`config.mk`:
```
export PLATFORM = sky130hd
export DESIGN_NAME = mips_multi_control
export DESIGN_NICKNAME = d
export VERILOG_FILES = /design/src/rtl/my_pkg.sv /design/src/rtl/alu_decoder.sv /design/src/rtl/mips_multi_control.sv
export SDC_FILE = /design/constraint.sdc
export NUM_CORES = 1
export LEC_CHECK = 0
export ABC_AREA = 1
export CAP_MARGIN = 20
export CORE_ASPECT_RATIO = 2
export CORE_MARGIN = 8
export CORE_UTILIZATION = 35
export CTS_CLUSTER_SIZE = 28
export DETAILED_ROUTE_END_ITERATION = 8
export GPL_TIMING_DRIVEN = 0
export HOLD_SLACK_MARGIN = 0.03
export SYNTH_ARGS = -nofsm -noshare
export SYNTH_HDL_FRONTEND = slang
export SYNTH_SLANG_ARGS = --single-unit
```
`constraint.sdc`:
```
create_clock -name clk -period 2.1 [get_ports clk]
set_clock_uncertainty 0.1 [all_clocks]
set_input_delay 0.315 -clock clk [delete_from_list [all_inputs] [get_ports clk]]
set_output_delay 0.315 -clock clk [all_outputs]
set_load 0.02 [all_outputs]
```
`src/rtl/my_pkg.sv`:
```
// my_pkg: shared ALU select codes, controller states, opcode/funct values and datapath mux selects
package my_pkg;
  localparam int SEL_WIDTH = 3;
  typedef enum logic [SEL_WIDTH-1:0] {
    ALU_ADD, ALU_SUB, ALU_ANND, ALU_OOR, ALU_NOOR, ALU_SLT, ALU_SLL, ALU_SRL
  } alusel_t;
  typedef enum logic [3:0] {
    RST, FETCH, DECODE, MEMADR, MEMRD, MEMWB, MEMWR, REXE,
    RWB, IEXE, IWB, BRANCH, JUMP, JAL, JR, ILL
  } state_t;
  localparam logic [5:0] OP_RTYPE = 6'h00;
  localparam logic [5:0] OP_J     = 6'h02;
  localparam logic [5:0] OP_JAL   = 6'h03;
  localparam logic [5:0] OP_BEQ   = 6'h04;
  localparam logic [5:0] OP_BNE   = 6'h05;
  localparam logic [5:0] OP_ADDI  = 6'h08;
  localparam logic [5:0] OP_ANDI  = 6'h0C;
  localparam logic [5:0] OP_ORI   = 6'h0D;
  localparam logic [5:0] OP_LW    = 6'h23;
  localparam logic [5:0] OP_SW    = 6'h2B;
  localparam logic [5:0] FN_SLL = 6'h00;
  localparam logic [5:0] FN_SRL = 6'h02;
  localparam logic [5:0] FN_JR  = 6'h08;
  localparam logic [5:0] FN_ADD = 6'h20;
  localparam logic [5:0] FN_SUB = 6'h22;
  localparam logic [5:0] FN_AND = 6'h24;
  localparam logic [5:0] FN_OR  = 6'h25;
  localparam logic [5:0] FN_NOR = 6'h27;
  localparam logic [5:0] FN_SLT = 6'h2A;
  localparam logic [1:0] SRCA_PC = 2'd0;
  localparam logic [1:0] SRCA_A  = 2'd1;
  localparam logic [1:0] SRCA_B  = 2'd2;
  localparam logic [2:0] SRCB_B     = 3'd0;
  localparam logic [2:0] SRCB_FOUR  = 3'd1;
  localparam logic [2:0] SRCB_IMM   = 3'd2;
  localparam logic [2:0] SRCB_IMMSH = 3'd3;
  localparam logic [2:0] SRCB_ZIMM  = 3'd4;
  localparam logic [2:0] SRCB_SHAMT = 3'd5;
  localparam logic [1:0] PCSRC_ALU = 2'd0;
  localparam logic [1:0] PCSRC_OUT = 2'd1;
  localparam logic [1:0] PCSRC_JMP = 2'd2;
  localparam logic [1:0] PCSRC_A   = 2'd3;
  localparam logic [1:0] REGDST_RT  = 2'd0;
  localparam logic [1:0] REGDST_RD  = 2'd1;
  localparam logic [1:0] REGDST_R31 = 2'd2;
  localparam logic [1:0] MTR_ALU = 2'd0;
  localparam logic [1:0] MTR_MEM = 2'd1;
  localparam logic [1:0] MTR_PC  = 2'd2;
  typedef struct packed {
    logic       iord;
    logic       memwrite;
    logic       irwrite;
    logic       regwrite;
    logic [1:0] regdst;
    logic [1:0] memtoreg;
    logic [1:0] srca;
    logic [2:0] srcb;
    alusel_t    alusel;
    logic [1:0] pcsrc;
    logic       pcwrite;
    logic       branch;
    logic       bne;
    logic       illegal;
  } ctrl_t;
endpackage

```
`src/rtl/alu_decoder.sv`:
```
// alu_decoder: maps R-type funct, or the I-type opcode used as a hint, to the ALU select code
module alu_decoder
  import my_pkg::*;
(
  input  logic [5:0] opcode,
  input  logic [5:0] funct,
  output alusel_t    alusel
);
  always_comb
    alusel = opcode == OP_ANDI ? ALU_ANND :
             opcode == OP_ORI ? ALU_OOR :
             opcode != OP_RTYPE ? ALU_ADD :
             funct == FN_SUB ? ALU_SUB :
             funct == FN_AND ? ALU_ANND :
             funct == FN_OR ? ALU_OOR :
             funct == FN_NOR ? ALU_NOOR :
             funct == FN_SLT ? ALU_SLT :
             funct == FN_SLL ? ALU_SLL :
             funct == FN_SRL ? ALU_SRL : ALU_ADD;
endmodule

```
`src/rtl/mips_multi_control.sv`:
```
// mips_multi_control: multicycle MIPS main controller, one instruction in flight, 3-5 cycles each
module mips_multi_control
  import my_pkg::*;
(
  input  logic                 clk,
  input  logic                 rst_n,
  input  logic [5:0]           opcode_i,
  input  logic [5:0]           funct_i,
  input  logic                 zeroflag_i,
  output logic                 iord_o,
  output logic                 memwrite_o,
  output logic                 irwrite_o,
  output logic                 regwrite_o,
  output logic [1:0]           regdst_o,
  output logic [1:0]           memtoreg_o,
  output logic [1:0]           alusrca_o,
  output logic [2:0]           alusrcb_o,
  output logic [SEL_WIDTH-1:0] alusel_o,
  output logic [1:0]           pcsrc_o,
  output logic                 pcen_o,
  output logic                 illegal_o
);
  state_t  state, next;
  ctrl_t   ctrl;
  alusel_t dec_sel;
  alu_decoder u_dec (.opcode(opcode_i), .funct(funct_i), .alusel(dec_sel));
  function automatic state_t decode_next(logic [5:0] op, logic [5:0] fn);
    return op == OP_RTYPE ?
             (fn == FN_JR ? JR :
              fn inside {FN_ADD, FN_SUB, FN_AND, FN_OR, FN_NOR, FN_SLT, FN_SLL, FN_SRL} ? REXE : ILL) :
           op inside {OP_LW, OP_SW} ? MEMADR :
           op inside {OP_BEQ, OP_BNE} ? BRANCH :
           op inside {OP_ADDI, OP_ANDI, OP_ORI} ? IEXE :
           op == OP_J ? JUMP :
           op == OP_JAL ? JAL : ILL;
  endfunction
  // Outputs are computed for the state being entered so they come straight off flops
  function automatic ctrl_t ctrl_of(state_t s, alusel_t sel, logic [5:0] op);
    ctrl_t c;
    c = '0;
    c.alusel = ALU_ADD;
    case (s)
      FETCH:  begin c.irwrite = 1'b1; c.srcb = SRCB_FOUR; c.pcwrite = 1'b1; end
      DECODE: c.srcb = SRCB_IMMSH;
      MEMADR: begin c.srca = SRCA_A; c.srcb = SRCB_IMM; end
      MEMRD:  c.iord = 1'b1;
      MEMWB:  begin c.regwrite = 1'b1; c.regdst = REGDST_RT; c.memtoreg = MTR_MEM; end
      MEMWR:  begin c.iord = 1'b1; c.memwrite = 1'b1; end
      REXE: begin
        c.srca   = (sel == ALU_SLL || sel == ALU_SRL) ? SRCA_B : SRCA_A;
        c.srcb   = (sel == ALU_SLL || sel == ALU_SRL) ? SRCB_SHAMT : SRCB_B;
        c.alusel = sel;
      end
      RWB:    begin c.regwrite = 1'b1; c.regdst = REGDST_RD; c.memtoreg = MTR_ALU; end
      IEXE:   begin c.srca = SRCA_A; c.srcb = op == OP_ADDI ? SRCB_IMM : SRCB_ZIMM; c.alusel = sel; end
      IWB:    begin c.regwrite = 1'b1; c.regdst = REGDST_RT; end
      BRANCH: begin
        c.srca = SRCA_A; c.srcb = SRCB_B; c.alusel = ALU_SUB; c.pcsrc = PCSRC_OUT;
        c.branch = 1'b1; c.bne = op == OP_BNE;
      end
      JUMP:   begin c.pcsrc = PCSRC_JMP; c.pcwrite = 1'b1; end
      JAL: begin
        c.pcsrc = PCSRC_JMP; c.pcwrite = 1'b1;
        c.regwrite = 1'b1; c.regdst = REGDST_R31; c.memtoreg = MTR_PC;
      end
      JR:     begin c.pcsrc = PCSRC_A; c.pcwrite = 1'b1; end
      ILL:    c.illegal = 1'b1;
      default: ;
    endcase
    return c;
  endfunction
  always_comb begin
    next = FETCH;
    case (state)
      FETCH:  next = DECODE;
      DECODE: next = decode_next(opcode_i, funct_i);
      MEMADR: next = opcode_i == OP_LW ? MEMRD : MEMWR;
      MEMRD:  next = MEMWB;
      REXE:   next = RWB;
      IEXE:   next = IWB;
      default: next = FETCH;
    endcase
  end
  always_ff @(posedge clk or negedge rst_n)
    if (!rst_n) begin
      state <= RST;
      ctrl  <= '0;
    end else begin
      state <= next;
      ctrl  <= ctrl_of(next, dec_sel, opcode_i);
    end
  assign iord_o     = ctrl.iord;
  assign memwrite_o = ctrl.memwrite;
  assign irwrite_o  = ctrl.irwrite;
  assign regwrite_o = ctrl.regwrite;
  assign regdst_o   = ctrl.regdst;
  assign memtoreg_o = ctrl.memtoreg;
  assign alusrca_o  = ctrl.srca;
  assign alusrcb_o  = ctrl.srcb;
  assign alusel_o   = ctrl.alusel;
  assign pcsrc_o    = ctrl.pcsrc;
  assign illegal_o  = ctrl.illegal;
  // Branch decision comes from the live ALU zero flag, so it bypasses the output flops
  assign pcen_o = ctrl.pcwrite | (ctrl.branch & (zeroflag_i ^ ctrl.bne));
endmodule

```
======== Word-level counts from Yosys, hierarchy flattened ========
Cells that the tools add are included.
word-level totals
  bits in registers ....................... 26
  word-level logic and storage cells ...... 107
  output and inout port bits .............. 20
  bits of input ports ..................... 15
operators by class
  bitwise logic cells ..................... 3
  reduce and logical (&&, ||, !) cells .... 14
  multiplexer cells ....................... 35
  equality and inequality tests ........... 40
operators with widths
  kind                  number
  $eq A6 B6 Y1 const B  8
  $mux W3               14
  $eq A4 B4 Y1 const B  9
  $eq A4 B3 Y1 const B  6
  $eq A6 B4 Y1 const B  4
  $pmux W4 S6           1
  $eq A6 B2 Y1 const B  3
  $eq A4 B2 Y1 const B  4
  $mux W4               4
  $pmux W3 S5           1
  $eq A6 B3 Y1 const B  2
  $logic_not A6 Y1      2
  $mux W2               5
  $pmux W3 S3           1
  $eq A4 B1 Y1 const B  2
  $pmux W2 S2           2
  $reduce_bool A8 Y1    1
  $reduce_or A2 Y1      4
  $eq A3 B3 Y1 const B  2
  $pmux W2 S3           1
  $pmux W3 S2           1
  $reduce_bool A6 Y1    1
  $mux W1               5
  $reduce_bool A2 Y1    2
  other kinds (7)       7

======== Logic depth before layout (Yosys ltp) ========
Gate-level depths: netlist of run 1.
  word-level depth ........................ 15
  mapped depth ............................ 12
  mapped depth without buffers ............ 12

======== By module ========
From an unflattened synthesis of run 1, not the netlist that was laid out.
second synthesis, totals
  cells, all modules ...................... 194
  area total of the unflattened synthesis .. 1493.9 µm²
by module, submodules not included
  module              cells each  area each (µm²)  times used  sequential area each (µm²)
  mips_multi_control  156         1317.5           1           625.6
  alu_decoder         38          176.4            1           0.0

======== Worst setup path before layout of run 1 ========
OpenSTA, ideal clock, no wires.
  path kind ............................... register -> register
  start ................................... register state[2]
  end ..................................... register ctrl (netlist bit alusel_o[1])
  data arrival time ....................... 1.397 ns
  stages on the path, launching flop included .. 12
  path slack .............................. 0.534 ns
  data required time ...................... 1.931 ns
  period minus slack after synthesis ...... 1.566 ns
  setup time .............................. 0.069 ns
  path buffers ............................ 0
  cell sequence ........................... dfrtp_1 inv_2 nand3_2 nor2_4 nand2_2 nor2_4 nor2_8 nor2_8 nand4_2 nand2_2 inv_2 nor2_2
on the way
  cells in the longest elaborated chain, start to end .. 5
  elaborated cells between the ends (all ways) .. 12
  those cells by class .................... 9 x eq/ne; 2 x mux; 1 x reduce/logical
RTL lines
  element                                              RTL line                  RTL
  start: declaration                                   mips_multi_control.sv:23  state_t state, next;
  start signal: assignment                             mips_multi_control.sv:89  state <= next;
  $eq A4 B4 Y1 (tied with other cells)                 mips_multi_control.sv:74  case (state)
  $pmux W4 S6 (*)                                      mips_multi_control.sv:74
  $eq A4 B4 Y1 / $eq A4 B3 Y1 (equally long branches)  mips_multi_control.sv:42  case (s)
  $reduce_or A2 Y1 (no source line)                    -
  $pmux W3 S2 (*)                                      mips_multi_control.sv:42
  end signal: assignment                               mips_multi_control.sv:90  ctrl <= ctrl_of(next, dec_sel, opcode_i);
  end: declaration                                     mips_multi_control.sv:24  ctrl_t ctrl;
Every way passes the cells marked *; elsewhere a longest branch is shown, timed or not.

======== Worst setup path after layout of run 1 ========
  start ................................... input port zeroflag_i
  end ..................................... output port pcen_o
on the way
  cells in the longest elaborated chain, start to end .. 3
RTL lines
  element             RTL line                   RTL
  start: declaration  mips_multi_control.sv:9    input logic zeroflag_i,
  $xor A1 B1 Y1       mips_multi_control.sv:104  assign pcen_o = ctrl.pcwrite | (ctrl.branch & (zeroflag_i ^ ctrl.bne));
  $and A1 B1 Y1       mips_multi_control.sv:104
  $or A1 B1 Y1        mips_multi_control.sv:104
  end: declaration    mips_multi_control.sv:20   output logic pcen_o,
Every way passes these cells.

==> flow_summary.yaml, run 1 <==
run_status:
  outcome: "finished, final reports clean"
clock_tree:
  cts.clk_slew.worst_paths_ps: 80
  cts_num_sinks: 26
  tritoncts.num_buffers: 3
  htreeDepth: 1
  clock_path_buffers: 2
  cts_root_buf: "sky130_fd_sc_hd__clkbuf_8"
  cts_tree: "built"
  worst_skew_late_latency_ps: 260
synth:
  synth-seq-cells: 26
  synth.net_count: 201
  yosys.cell_types.count: 28
  synth_ff_type: "sky130_fd_sc_hd__dfrtp_1"
  post_synth_main_area_contributors: "sky130_fd_sc_hd__dfrtp_1 41%, sky130_fd_sc_hd__buf_4 6.6%, sky130_fd_sc_hd__nand3_1 6.2%"
  ys_warn_count: 0
  synth_top_cell_area_share_pct: 40.59
  synth_sequential_area_ratio_pct: 40.59
  synth_cells: 186
  synth_async_sr_flop_share_pct: 100.0
  synth_area_leader_cell: "sky130_fd_sc_hd__dfrtp_1"
  synth.most_common_cell: "sky130_fd_sc_hd__dfrtp_1"
  synth_enable_flop_cells: 0
  syn-mean-instance-area_um2: 8.617
  netlist_area_um2: 1603
  synth.cells.most_frequent: "26 x sky130_fd_sc_hd__dfrtp_1, 21 x sky130_fd_sc_hd__inv_1, 20 x sky130_fd_sc_hd__nand3_1, 19 x sky130_fd_sc_hd__nand2_1, 18 x sky130_fd_sc_hd__nor2_1"
placed_design:
  numPortBuffers: 34
  gpl_congestion: 0.8523
  detailedPlacementHpwl_um: 2522
  placement_stage_worst_setup_slack_ps: -105.9
floorplan:
  vertical_die_dimension_um: 111.7
  die-area_um2: 7132
  die_width_um: 63.85
  ios: 35
  design.core.area_um2: 4511
  initial_utilization_pct: 35.53
  rows: 35
setup_path:
  r2r_slack_ps: 390
  timing.critical_path.arrival_ps: 1580
  setup.worst_path.start_class: "primary input"
  timing_worst_setup_path_type: "primary input to output pin"
  timing.critical_path.fanout_max: 2
  required_ps: 1680
  cp-end-kind: "output pin"
timing:
  max_freq_mhz: 502.1
  period_needed_ps: 1992
  grt_setup_unrepaired: "false"
  slew_headroom_pct: 71.05
  final_critical_path_setup_slack_ps: 108.4
  report.final.slew_viol_count: 0
  setup_viol_count_final: 0
  worst_pin_slew_ps: 432.2
  hold_fails_final_rpt: 0
  share_of_the_clock_period_used_by_the_worst_path_after_layout_pct: 94.84
pwr:
  vdd.ir_drop.worst_mv: 0.8481
  power_per_cell_area_nw_per_um2: 1266
  power_leakage_nw: 1.025
  post-layout-total-power_w: 0.002638
cells_and_area:
  fillCellCount: 433
  final_layout_size_suffix_gt1_share_pct: 31.70
  antennaDiodeCount: 0
  syn2layout_area_growth_pct: 29.98
  fin_nets: 241
run:
  cap_violations: 0
route:
  postRouteWirelength_um: 3034
  firstDrtPassIters: 4
  drt_iter0_markers: 17
  vias: 1250
  via_per_inst: 4.480
  antenna_violating_nets_post_route: 0
  detail_route.wl_per_cell_um: 10.87
  remaining_drc_errors: 0
grt:
  grt_first_pass_wirelength_um: 5257
  antenna_violations_before_repair: 0
  globalRouteOverflowTotal: 0
  grt_start_max_net_pins: 27
  first_global_vias: 1244
  track_usage_pct: 8.741
min_path:
  hp-class: "primary input to asynchronous set/reset pin"
## area by class of cell
type                    instances  area (um2)  area share (%)
flip-flops and latches         26       650.6           31.23
plain buffers                  14       105.1           5.045
multi-input cells             111       718.2           34.47
well taps                      55       68.82           3.303
inverters                      35       133.9           6.426
repair buffers                 35       365.4           17.54
clock buffers                   3       41.29           1.982
## per-stage QoR
stage	cells	TNS (ps)	util (%)	hold WS, ps	instance area, um2
3_5_place_dp	275	-830.1	44.60	534.4	2012
2_1_floorplan	186	0	-	-80.59	1603
5_1_grt	279	0	46.19	211.7	2083
3_3_place_gp	275	-639.4	44.60	535.7	2012
6_report	279	0	46.19	201.6	2083
4_1_cts	278	0	45.52	546.1	2053
## layout by cell type, fill, tap and decap left out, types with 2 or more instances in the layout
cell type / n
sky130_fd_sc_hd__nand3_2: 7
sky130_fd_sc_hd__inv_1: 21
sky130_fd_sc_hd__inv_2: 12
sky130_fd_sc_hd__nor2_8: 3
sky130_fd_sc_hd__dfrtp_1: 26
sky130_fd_sc_hd__nand2_1: 19
sky130_fd_sc_hd__nand2_4: 2
sky130_fd_sc_hd__clkdlybuf4s50_1: 34
sky130_fd_sc_hd__nor2_4: 7
sky130_fd_sc_hd__clkbuf_8: 3
sky130_fd_sc_hd__buf_4: 14
sky130_fd_sc_hd__nor2_1: 16
sky130_fd_sc_hd__nor2_2: 9
sky130_fd_sc_hd__nand4_1: 7
sky130_fd_sc_hd__nand3_1: 20
sky130_fd_sc_hd__nand2_2: 8
sky130_fd_sc_hd__o21bai_1: 2
## state kept, by name, summed over array words and instances, names as in the netlist, 2 cells and up
signal and flops:
state 4, alusel_o 3, alusrcb_o 3, ctrl 3, alusrca_o 2, memtoreg_o 2, pcsrc_o 2, regdst_o 2
## final timing paths
path	startpoint	end	depth (start not counted)
setup / recovery	zeroflag_i	pcen_o	5
hold / removal	rst_n	alusel_o[0]	1
setup reg to reg	state[0]	alusel_o[1]	11
hold reg to reg	state[0]	iord_o	2
max in group asynchronous	rst_n	memwrite_o	2
min in group clk	state[0]	iord_o	2
## cells by family (layout without fill, tap and decap cells)
group	after synthesis	count (layout)	share of synthesized area [%]
AND/OR/NAND/NOR	100	100	39.03
buffers and inverters	49	87	14.91
flip-flops	26	26	40.59
AO/OA/AOI/OAI	11	11	5.465
## metal layers
metal / GRT usage [%] / part of all wire, % / wire [um]
met5: 0 / 0 / 0
met3: 2.513 / 6.2 / 189
met4: 2.249 / 0.59 / 18
met1: 9.234 / 40 / 1203
met2: 16.05 / 53 / 1623
## worst max-delay path, stage by stage
cell and delay (ps):
sky130_fd_sc_hd__clkdlybuf4s50_1 420, sky130_fd_sc_hd__nand2_1 70, sky130_fd_sc_hd__nand2_1 40, sky130_fd_sc_hd__o21bai_1 110, sky130_fd_sc_hd__clkdlybuf4s50_1 620
## timing repair
action                     in CTS  in global routing
hold endpoints to repair        0                  0
buffers inserted                0                  0
setup endpoints to repair       0                  2
hold buffers                    0                  0
resized for setup               0                  2
## power breakdown
part,total [W],internal (W),switching [W]
clock,0.000265,0.000128,0.000137
combinational,0.00164,0.000656,0.000988
sequential,0.000730,0.000662,0.0000675
(Power assumes the default switching activity.)
==> run 2: changes to the inputs <==
==> constraint.sdc (replaced) <==
create_clock -name clk -period 2.1 [get_ports clk]
set_clock_uncertainty 0.1 [all_clocks]
set_input_delay 0.315 -clock clk [delete_from_list [all_inputs] [get_ports clk]]
set_output_delay 0.315 -clock clk [all_outputs]
set_load 0.005 [all_outputs]
==> results of run 2 <==
The final DEF is identical to that of run 1. Status: finished, final reports clean.
Among the figures that moved: setup slack after layout 108.4 ps -> 205.1 ps; start point of the critical path zeroflag_i -> opcode_i[5]; end point of the critical path pcen_o -> alusrca_o[0]; total power 0.002638 W -> 0.002502 W; worst IR drop on VDD 0.8481 mV -> 0.7975 mV
